`src/rtl/uart_rx_fifo.sv`:
```
// Receive byte queue between the UART receiver and the CPU read path.
// Circular buffer with occupancy, sticky overflow and a level interrupt.
module uart_rx_fifo #(
    parameter int DEPTH     = 8,
    parameter int ADDR_W    = 3,
    parameter int IRQ_LEVEL = 1
) (
    input  logic              clk,
    input  logic              reset,
    input  logic              rx_status,
    input  logic [7:0]        rx_data,
    input  logic              rd_en,
    input  logic              clr_ovf,
    output logic [7:0]        rx_byte,
    output logic              rx_valid,
    output logic              rx_full,
    output logic [ADDR_W:0]   rx_count,
    output logic              rx_overflow,
    output logic              rx_irq
);

    localparam logic [ADDR_W:0] DEPTH_C = (ADDR_W+1)'(DEPTH);
    localparam logic [ADDR_W:0] IRQ_C   = (ADDR_W+1)'(IRQ_LEVEL);
    localparam logic [ADDR_W-1:0] PTR_ONE = {{(ADDR_W-1){1'b0}}, 1'b1};
    localparam logic [ADDR_W:0] CNT_ONE = {{ADDR_W{1'b0}}, 1'b1};

    logic [7:0]        mem [DEPTH];
    logic [ADDR_W-1:0] wr_ptr;
    logic [ADDR_W-1:0] rd_ptr;
    logic [ADDR_W:0]   count;
    logic              overflow;
    logic              irq;

    logic              full;
    logic              valid;
    logic              push;
    logic              pop;
    logic              ovf_event;
    logic [ADDR_W:0]   next_count;
    logic              next_overflow;

    always_comb begin
        full      = (count == DEPTH_C);
        valid     = (count != '0);
        pop       = rd_en & valid;
        // A full queue still accepts a byte when the head leaves on the same edge.
        push      = rx_status & (~full | pop);
        ovf_event = rx_status & full & ~rd_en;

        next_count = count;
        if (push && !pop) begin
            next_count = count + CNT_ONE;
        end else if (pop && !push) begin
            next_count = count - CNT_ONE;
        end

        // Set has priority over the CPU clear.
        next_overflow = ovf_event | (overflow & ~clr_ovf);
    end

    always_ff @(posedge clk or negedge reset) begin
        if (!reset) begin
            wr_ptr   <= '0;
            rd_ptr   <= '0;
            count    <= '0;
            overflow <= 1'b0;
            irq      <= 1'b0;
        end else begin
            if (push) begin
                wr_ptr <= wr_ptr + PTR_ONE;
            end
            if (pop) begin
                rd_ptr <= rd_ptr + PTR_ONE;
            end
            count    <= next_count;
            overflow <= next_overflow;
            irq      <= (next_count >= IRQ_C) | next_overflow;
        end
    end

    // Storage is deliberately left out of reset; count gates what is visible.
    always_ff @(posedge clk) begin
        if (push) begin
            mem[wr_ptr] <= rx_data;
        end
    end

    always_comb begin
        rx_byte     = valid ? mem[rd_ptr] : 8'h00;
        rx_valid    = valid;
        rx_full     = full;
        rx_count    = count;
        rx_overflow = overflow;
        rx_irq      = irq;
    end

endmodule

```
`config.mk`:
```
export PLATFORM = sky130hd
export DESIGN_NAME = uart_rx_fifo
export DESIGN_NICKNAME = d
export VERILOG_FILES = /design/src/rtl/uart_rx_fifo.sv
export SDC_FILE = /design/constraint.sdc
export NUM_CORES = 1
export LEC_CHECK = 0
export ABC_AREA = 1
export CAP_MARGIN = 25
export CORE_UTILIZATION = 43
export DETAILED_ROUTE_END_ITERATION = 6
export DONT_BUFFER_PORTS = 1
export PLACE_DENSITY = 0.54
export SKIP_LAST_GASP = 1
export SLEW_MARGIN = 20
export SYNTH_ARGS = -nofsm -noshare
export SYNTH_HDL_FRONTEND = slang
export SYNTH_SLANG_ARGS = --single-unit
```
`constraint.sdc`:
```
create_clock -name clk -period 4 [get_ports clk]
set_input_delay 0.6 -clock clk [delete_from_list [all_inputs] [get_ports clk]]
set_output_delay 0.6 -clock clk [all_outputs]
set_load 0.01 [all_outputs]
```
==> impl_metrics.tcl, run 1 <==
set metrics [dict create \
    routedWlPerCell_um 17.3 \
    core_um2 7290 \
    finalCritPeriodShare_pct 66.0 \
    drc 0 \
    fillCellCount 707 \
    gp_congestion 0.751 \
    dp_cells 381 \
    setup_viol 0 \
    status "complete, no violations" \
    grt_pass1_vias 2050 \
    layout.cells.non_filler 399 \
    register_area_um2 2220 \
    start_kind "register" \
    synthCells 291 \
    cp.required_ps 3400 \
    pin_count 29 \
    cts_root_buf "clkbuf_8" \
    syn_to_final_growth_pct 9.35 \
    route.vias.total 2048 \
    maxCapViolCount 0 \
    postLayoutCoreUtil_pct 49.0 \
    timing.fmax_ghz 0.379 \
    initial_core_util_pct 44.8 \
    synth_xor_area_share_pct 1.34 \
    drive_above_1_share_pct 9.33 \
    cp_max_fo 23 \
    cts_tree "built" \
    nets 312 \
    worstPathCellList "inv_1 > buf_4 > nor2_1 > o21ai_0 > o21ai_0 > nor2_1" \
    viasPerCell 5.13 \
    final_common_cell "nor2_1" \
    clockBufferDepth 2 \
    rsz0062_at_grt "no" \
    yosys_warnings 0 \
    criticalPathCategory "reg2out" \
    grt_antenna_before_repair 0 \
    ant_nets 0 \
    cts_buffers 9 \
    end_kind "output port" \
    synth_compound_area_share_pct 8.66 \
    clk_pin_slew_ps 80 \
    grt_pass1_wl_um 11000 \
    cts.sinks 76 \
    netlist_area_um2 3270 \
    slowest_delay_ps 380 \
    totalWireLength_um 6900 \
    ff2ff_setup_slack_ps 1450 \
    synth_nets 308 \
    pre_cts_ws_ps 1450 \
    yosysSeqAreaShare_pct 68.0 \
    n_antenna_cell 0 \
    synth.avg_cell_area_um2 11.2 \
    worst_path_dominant_cell_family "buffers and inverters" \
    multi_input_comb_area_um2 923 \
    synth_cell_type_count 22 \
    hp-class "in2reg" \
    layout_setup_ws_ps 1360 \
    synth_mux_area_share_pct 0.345 \
    arrival_ps 2040 \
    hpwlAfterDp_um 4410 \
    synthAdderAreaFrac_pct 1.53 \
    fin_crit_ps 2640 \
    fin_hold_ws_ps 352 \
    critPathBufInv 2 \
    die-area_um2 7950 \
    die_h_um 89.1 \
    most-common-layout-cells "nor2_1 (75), edfxtp_1 (64), o21ai_0 (41)" \
    rows 31 \
    htree_levels 3 \
    p_leak_uw 0.00132 \
    slowest_stage "dfrtp_1" \
    cts_setup_buffers 0 \
    dr.pass1.iters 4 \
    grtUsageTotal_pct 19.6 \
    ir_worst_vdd_mv 0.312 \
    fin_skew_ps 4.52 \
    slew_viol_final 0 \
    maxSlewHeadroom_pct 35.4 \
    worstSkewPairLatency_ps 340 \
    grt_max_degree 35 \
    cts_resized 0 \
    io_buffers 0 \
    tightest_slew_ps 966 \
    synth_top_family_by_area "simple AND/OR/NAND/NOR gates" \
    dieWidth_um 89.1 \
    grt_overflow 0 \
    drt_iter0_drc 97 \
    setup_tns_ps 0 \
    synthSimpleGateAreaFrac_pct 16.4 \
    synth_seq_cells 76 \
    hold_violations 0 \
    powerDensity_nw_per_um2 706 \
]
## worst paths after layout
kind	startpoint	end	cells past startpoint
worst max-delay path	rd_ptr[0]$_DFFE_PN0N_	rx_byte[3]	6
worst min-delay path	rx_data[2]	mem[1][2]$_DFFE_PP_	0
worst max register to register	rx_count[0]$_DFF_PN0_	mem[2][0]$_DFFE_PP_	8
worst min register to register	wr_ptr[0]$_DFFE_PN0P_	wr_ptr[0]$_DFFE_PN0P_	2
max in group asynchronous	reset	wr_ptr[2]$_DFFE_PN0P_	1
min in group asynchronous	reset	rx_overflow$_DFF_PN0_	1
## Yosys cell counts
library cell  instances  area (µm²)
a21boi_0              1        7.51
buf_2                 9        45.0
clkbuf_1              2        7.51
dfrtp_1              12         300
edfxtp_1             64        1920
ha_1                  4        50.1
inv_1                16        60.1
inv_2                 2        7.51
mux2_2                1        11.3
nand2_1              32         120
nand2_2               2        12.5
nand3_1              10        50.1
nand3_2               1        10.0
nand3_4               1        17.5
nand4_1               2        12.5
nor2_1               75         282
nor2_4                2        22.5
o21ai_0              41         205
o32ai_1               8        70.1
or2_4                 1        8.76
xnor2_1               1        8.76
xor2_1                4        35.0
## power by group
group / switching (µW) / internal [µW] / leakage, µW
combinational: 578 / 267 / 0.000503
clock: 270 / 302 / 0.0000991
sequential: 115 / 990 / 0.000721
## cells by family after synthesis
kind of cell / Yosys count
AO/OA/AOI/OAI: 50
XOR/XNOR: 5
adder cells (fa/ha/maj): 4
buffers and inverters: 29
flip-flops: 76
multiplexers: 1
AND/OR/NAND/NOR: 126
## state kept, by name, indices dropped and copies added, names as in the netlist
register     count
rx_irq           1
wr_ptr           3
rx_count         4
mem             64
rd_ptr           3
rx_overflow      1
## through the flow
stage,area (µm²),total power (µW)
finish,3570,2520
global route,3570,2710
CTS,3560,2530
detailed placement,3350,1960
global placement,3350,1960
floorplan,3270,1740
## area by class of cell
cell class,count,share of cell area (%)
Timing Repair Buffer,4,1.12
Inverter,18,1.89
Clock inverter,5,1.47
Clock buffer,11,3.96
Multi-Input combinational cell,186,25.9
Sequential cell,76,62.2
Tap cell,99,3.47
## worst register-to-register path, cell delays in order (launching register included)
cell     delay (ps)
dfrtp_1         460
inv_1           120
ha_1            290
nand3_4         140
nor2_4           50
nor2_4          170
inv_2            50
or2_4           250
nor2_1          650
## what timing repair did
action	4_1_cts	5_1_grt
hold buffers	1	0
endpoints found under the setup margin	0	0
hold endpoints to repair	12	0
## layer usage
layer  global-route usage (%)  part of all wire [%]  vias up
li1                         -                     -     1011
met1                     26.3                    46      973
met2                     30.3                    46       58
met3                     5.08                   7.1        6
met4                     8.95                   1.1        0
met5                        0                     0        -
(Power assumes the default switching activity.)
==> run 2, diff against run 1 <==
Clock period 4 ns to 2.45 ns, I/O delays scaled along.
==> run 2 against run 1 <==
Utilization up 1.5 points; register-to-register slack lost 1100 ps; die area unchanged; via count grew 1.9%; final cell count increased by 2.5%; first-iteration DRC count up 81%.
==> impl_metrics.tcl, run 2 (synthesis gave the netlist of run 1 again) <==
set metrics [dict create \
    clockBufferDepth 2 \
    fin_skew_ps 5.95 \
    p_leak_uw 0.00140 \
    route.vias.total 2087 \
    cts_buffers 9 \
    largest_register "mem" \
    reg2reg_depth 9 \
    largest_register_ffs 64 \
    tightest_slew_ps 565 \
    powerDensity_nw_per_um2 1170 \
    grt_overflow 0 \
    gp_congestion 0.863 \
    rows 31 \
    io_buffers 0 \
    postLayoutCoreUtil_pct 50.5 \
    n_antenna_cell 0 \
    status "complete, no violations" \
    cts_tree "built" \
    criticalPathCategory "reg2out" \
    cts_setup_buffers 0 \
    viasPerCell 5.10 \
    htree_levels 3 \
    maxCapViolCount 0 \
    ir_worst_vdd_mv 0.599 \
    drt_iter0_drc 176 \
    maxSlewHeadroom_pct 62.2 \
    start_kind "register" \
    worstSkewPairLatency_ps 340 \
    totalWireLength_um 6450 \
    clk_pin_slew_ps 80 \
    grtUsageTotal_pct 18.2 \
    final_common_cell "nor2_1" \
    initial_core_util_pct 44.8 \
    grt_max_degree 34 \
    finalCritPeriodShare_pct 92.2 \
    dieWidth_um 89.1 \
    cts.sinks 76 \
    cp_max_fo 14 \
    hold_violations 0 \
    arrival_ps 1890 \
    grt_pass1_vias 2072 \
    drive_above_1_share_pct 12.9 \
    most-common-layout-cells "nor2_1 (75), edfxtp_1 (64), o21ai_0 (41)" \
    die_h_um 89.1 \
    pin_count 29 \
    slew_viol_final 0 \
    dr.pass1.iters 4 \
    power_uw 4320 \
    fin_crit_ps 2260 \
    cts_root_buf "clkbuf_8" \
    reg2reg_to "mem[2][2]$_DFFE_PP_" \
    hold_start "rx_data[3]" \
    end_kind "output port" \
    multi_input_comb_area_um2 923 \
    worstHoldPathCells 0 \
    nets 322 \
    r2r_start "rx_count[0]$_DFF_PN0_" \
    die-area_um2 7950 \
    ant_nets 0 \
    grt_pass1_wl_um 10300 \
    drc 0 \
    min_to "mem[6][3]$_DFFE_PP_" \
    hpwlAfterDp_um 4530 \
    grt_antenna_before_repair 0 \
    setup_tns_ps 0 \
    ff2ff_setup_slack_ps 390 \
    rsz0062_at_grt "no" \
    register_area_um2 2220 \
    core_um2 7290 \
    cp.required_ps 2080 \
    routedWlPerCell_um 15.8 \
    syn_to_final_growth_pct 12.8 \
    fillCellCount 687 \
    setup_viol 0 \
    timing.fmax_ghz 0.443 \
    hp-class "in2reg" \
]
==> run 2: cell types whose count changed in the layout (fill, tap and decap cells not counted) <==
cell        change
dfrtp_1         -1
clkinvlp_4      -1
buf_8           -1
clkbuf_8        -1
dfrtp_2         +1
buf_4          +11
clkbuf_1        -1
inv_6           +1
bufinv_16       +2
==> run 2: metal layers <==
layer | up-vias | global-route usage, % | wire [µm]
li1 | 1029 | - | -
met1 | 1005 | 22.4 | 2900
met2 | 45 | 30.3 | 3090
met3 | 8 | 5.72 | 397
met4 | 0 | 6.64 | 60
met5 | - | 0 | 0
==> run 2: power by group <==
| group | leakage (µW) | switching (µW) | internal (µW) | total (µW) |
|---|---|---|---|---|
| sequential | 0.000720 | 209 | 1610 | 1820 |
| combinational | 0.000553 | 899 | 475 | 1370 |
| clock | 0.000123 | 449 | 674 | 1120 |
| total | 0.00140 | 1560 | 2760 | 4320 |
==> run 2: layout make-up <==
cell class,count,share of cell area (%)
Clock inverter,7,3.09
Clock buffer,9,3.36
Sequential cell,76,60.4
Multi-Input combinational cell,186,25.1
Timing Repair Buffer,14,2.92
Tap cell,99,3.36
Inverter,18,1.83
==> run 2: worst max-delay path: stages (launching register included) <==
cell	delay [ps]
dfrtp_1	450
inv_1	120
ha_1	280
nand2_2	270
o21ai_0	140
nor2_1	280
==> run 2: what timing repair did <==
item	CTS	global route
setup endpoints to repair	1	0
gates resized for setup	1	0
endpoints found under the hold margin	12	0
hold buffers	1	0
==> run 2: stage by stage <==
| step | setup WS [ps] | hold slack (ps) | instances | area, µm² |
|---|---|---|---|---|
| finish | 191 | 112 | 409 | 3680 |
| global route | 10.3 | 87.7 | 409 | 3680 |
| CTS | 185 | 96.3 | 409 | 3680 |
| detailed placement | 360 | 72.3 | 392 | 3430 |
| global placement | 345 | 72.2 | 392 | 3430 |
| floorplan | 322 | 71.9 | 291 | 3270 |
==> run 2: how the worst max path moves through the flow <==
stage                          startpoint  depth (start not counted)             endpoint  slack [ps]
global placement    rd_ptr[1]$_DFFE_PN0N_                          4           rx_byte[7]         350
finish              rx_count[0]$_DFF_PN0_                          5           rx_byte[2]         190
CTS                 rx_count[0]$_DFF_PN0_                          5           rx_byte[0]         180
global route        rx_count[0]$_DFF_PN0_                          5           rx_byte[0]          10
detailed placement  rd_ptr[1]$_DFFE_PN0N_                          4           rx_byte[7]         360
floorplan           rx_count[0]$_DFF_PN0_                          8  mem[4][0]$_DFFE_PP_         320
==> run 3, diff against run 2 <==
Settings changed: CORE_UTILIZATION 43 to 56, PLACE_DENSITY 0.54 to 0.7, RECOVER_POWER from default to 50.
Clock period 2.45 ns to 2 ns, I/O delays scaled along.
==> run 3 against run 2 <==
Non-clock buffer count increased by 11; register-to-register slack got worse by 280 ps; count of clock-buffer cells in the layout increased by 1; critical endpoint is now rx_byte[1]; largest cell class unchanged; critical path type unchanged; cell area increased by 2.5%.
==> impl_metrics.tcl, run 3 (synthesis gave the netlist of run 1 again) <==
set metrics [dict create \
    fin_crit_ps 1980 \
    hpwlAfterDp_um 4450 \
    slew_viol_final 0 \
    cts_buffers 9 \
    nets 333 \
    grt_pass1_vias 2076 \
    grt_use_met3_pct 6.51 \
    die_h_um 78.4 \
    tightest_slew_ps 695 \
    gp_congestion 0.865 \
    cts_tree "built" \
    die-area_um2 6140 \
    drt_iter0_drc 216 \
    io_buffers 0 \
    p_leak_uw 0.00144 \
    reg2reg_depth 10 \
    start_kind "register" \
    grt_pass1_wl_um 10600 \
    cts.sinks 76 \
    rows 27 \
    dr.pass1.iters 4 \
    final_common_cell "nor2_1" \
    drive_above_1_share_pct 18.4 \
    largest_register_ffs 64 \
    criticalPathCategory "reg2out" \
    met2_usage_pct 36.5 \
    timing.fmax_ghz 0.506 \
    layout.cells.non_filler 393 \
    met1_usage_pct 33.3 \
    ff2ff_setup_slack_ps 110 \
    clockBufferDepth 2 \
    largest_register "mem" \
    dp_cells 375 \
    clk_pin_slew_ps 80 \
    cp_max_fo 18 \
    rsz0062_at_grt "yes" \
    maxSlewHeadroom_pct 53.5 \
    most-common-layout-cells "nor2_1 (67), edfxtp_1 (64), o21ai_0 (33)" \
    powerDensity_nw_per_um2 1460 \
    initial_core_util_pct 58.6 \
    end_kind "output port" \
    setup_viol 0 \
    grt_max_degree 19 \
    grt_overflow 0 \
    crit_path_end "rx_byte[1]" \
    syn_to_final_growth_pct 15.6 \
    fin_skew_ps 8.56 \
    fillCellCount 402 \
    dieWidth_um 78.4 \
    route.vias.total 2206 \
    status "complete, no violations" \
    totalWireLength_um 6820 \
    reg2reg_to "mem[6][7]$_DFFE_PP_" \
    htree_levels 3 \
    cp.required_ps 1700 \
    postLayoutCoreUtil_pct 67.7 \
    ant_nets 0 \
    drc 0 \
    routedWlPerCell_um 17.3 \
    hp-class "in2reg" \
    ir_worst_vdd_mv 0.812 \
    arrival_ps 1680 \
    pin_count 29 \
    grt_antenna_before_repair 0 \
    core_um2 5570 \
    r2r_start "rx_count[0]$_DFF_PN0_" \
    startpoint "rd_ptr[0]$_DFFE_PN0N_" \
    grt-busiest-layer "met2" \
    hold_violations 0 \
    worstSkewPairLatency_ps 340 \
    cts_root_buf "clkbuf_8" \
    grtUsageTotal_pct 24.3 \
    maxCapViolCount 0 \
    n_antenna_cell 0 \
    finalCritPeriodShare_pct 98.9 \
    viasPerCell 5.61 \
]
run 3: changes by cell type in the layout (fill, tap and decap cells not counted), moves of 3 or more:
| cell | previous run | this run |
|---|---|---|
| buf_4 | 13 | 19 |
| buf_6 | 0 | 3 |
| clkinv_2 | 3 | 0 |
| nor2_1 | 75 | 67 |
| nor2_2 | 0 | 8 |
| o21ai_0 | 41 | 33 |
| o21ai_1 | 0 | 8 |
run 3: report_power, final:
group / leakage (µW) / internal (µW) / total, µW / switching [µW]
registers: 0.000721 / 1980 / 2090 / 108
logic: 0.000613 / 777 / 2190 / 1410
clock network: 0.000104 / 703 / 1240 / 541
run 3: worst min-delay path by stage:
stage / startpoint / to / cells past startpoint
detailed placement: reset / wr_ptr[1]$_DFFE_PN0P_ / 0
global route: rx_data[4] / mem[7][4]$_DFFE_PP_ / 0
finish: rx_data[2] / mem[1][2]$_DFFE_PP_ / 0
CTS: rx_data[3] / mem[0][3]$_DFFE_PP_ / 0
global placement: reset / wr_ptr[0]$_DFFE_PN0P_ / 0
floorplan: reset / rd_ptr[0]$_DFFE_PN0N_ / 0
run 3: repair_timing:
action                                 CTS  global route
pin swaps                                5             2
buffers inserted                         0             1
gates resized for setup                 10            17
setup endpoints to repair                7             8
hold buffers                             1             0
endpoints found under the hold margin   12             0
run 3: metrics by stage:
step	setup slack (ps)	cell area, µm²	setup TNS [ps]	power [µW]	hold WS (ps)
after floorplan	-128	3270	-4110	3480	4.41
after global placement	152	3480	0	4030	4.73
after detailed placement	101	3480	0	4070	4.75
after CTS	5.03	3730	0	5400	34.1
after global routing	-42.3	3780	-159	5870	30.7
final	22.9	3780	0	5520	46.5
run 3: critical path: stages, from the launching register on:
cell     delay, ps
dfrtp_1        400
buf_6          190
nor2_1          60
nor2_1          90
o21ai_0        100
o21ai_1        140
o21ai_0        140
nor2_1         220
run 3: layout make-up:
cell class | count | area [µm²] | share of cell area (%)
flip-flops and latches | 76 | 2220 | 58.8
multi-input cells | 186 | 975 | 25.8
repair buffers | 25 | 205 | 5.43
clock buffers | 10 | 128 | 3.38
well taps | 72 | 90.1 | 2.39
clock inverters | 6 | 88.8 | 2.35
inverters | 18 | 67.6 | 1.79
run 3: routing by layer:
| layer | vias to the layer above | share of wire [%] |
|---|---|---|
| met5 | - | 0 |
| met4 | 0 | 1.6 |
| met3 | 11 | 7.8 |
| met2 | 95 | 48 |
| met1 | 1046 | 42 |
| li1 | 1054 | - |
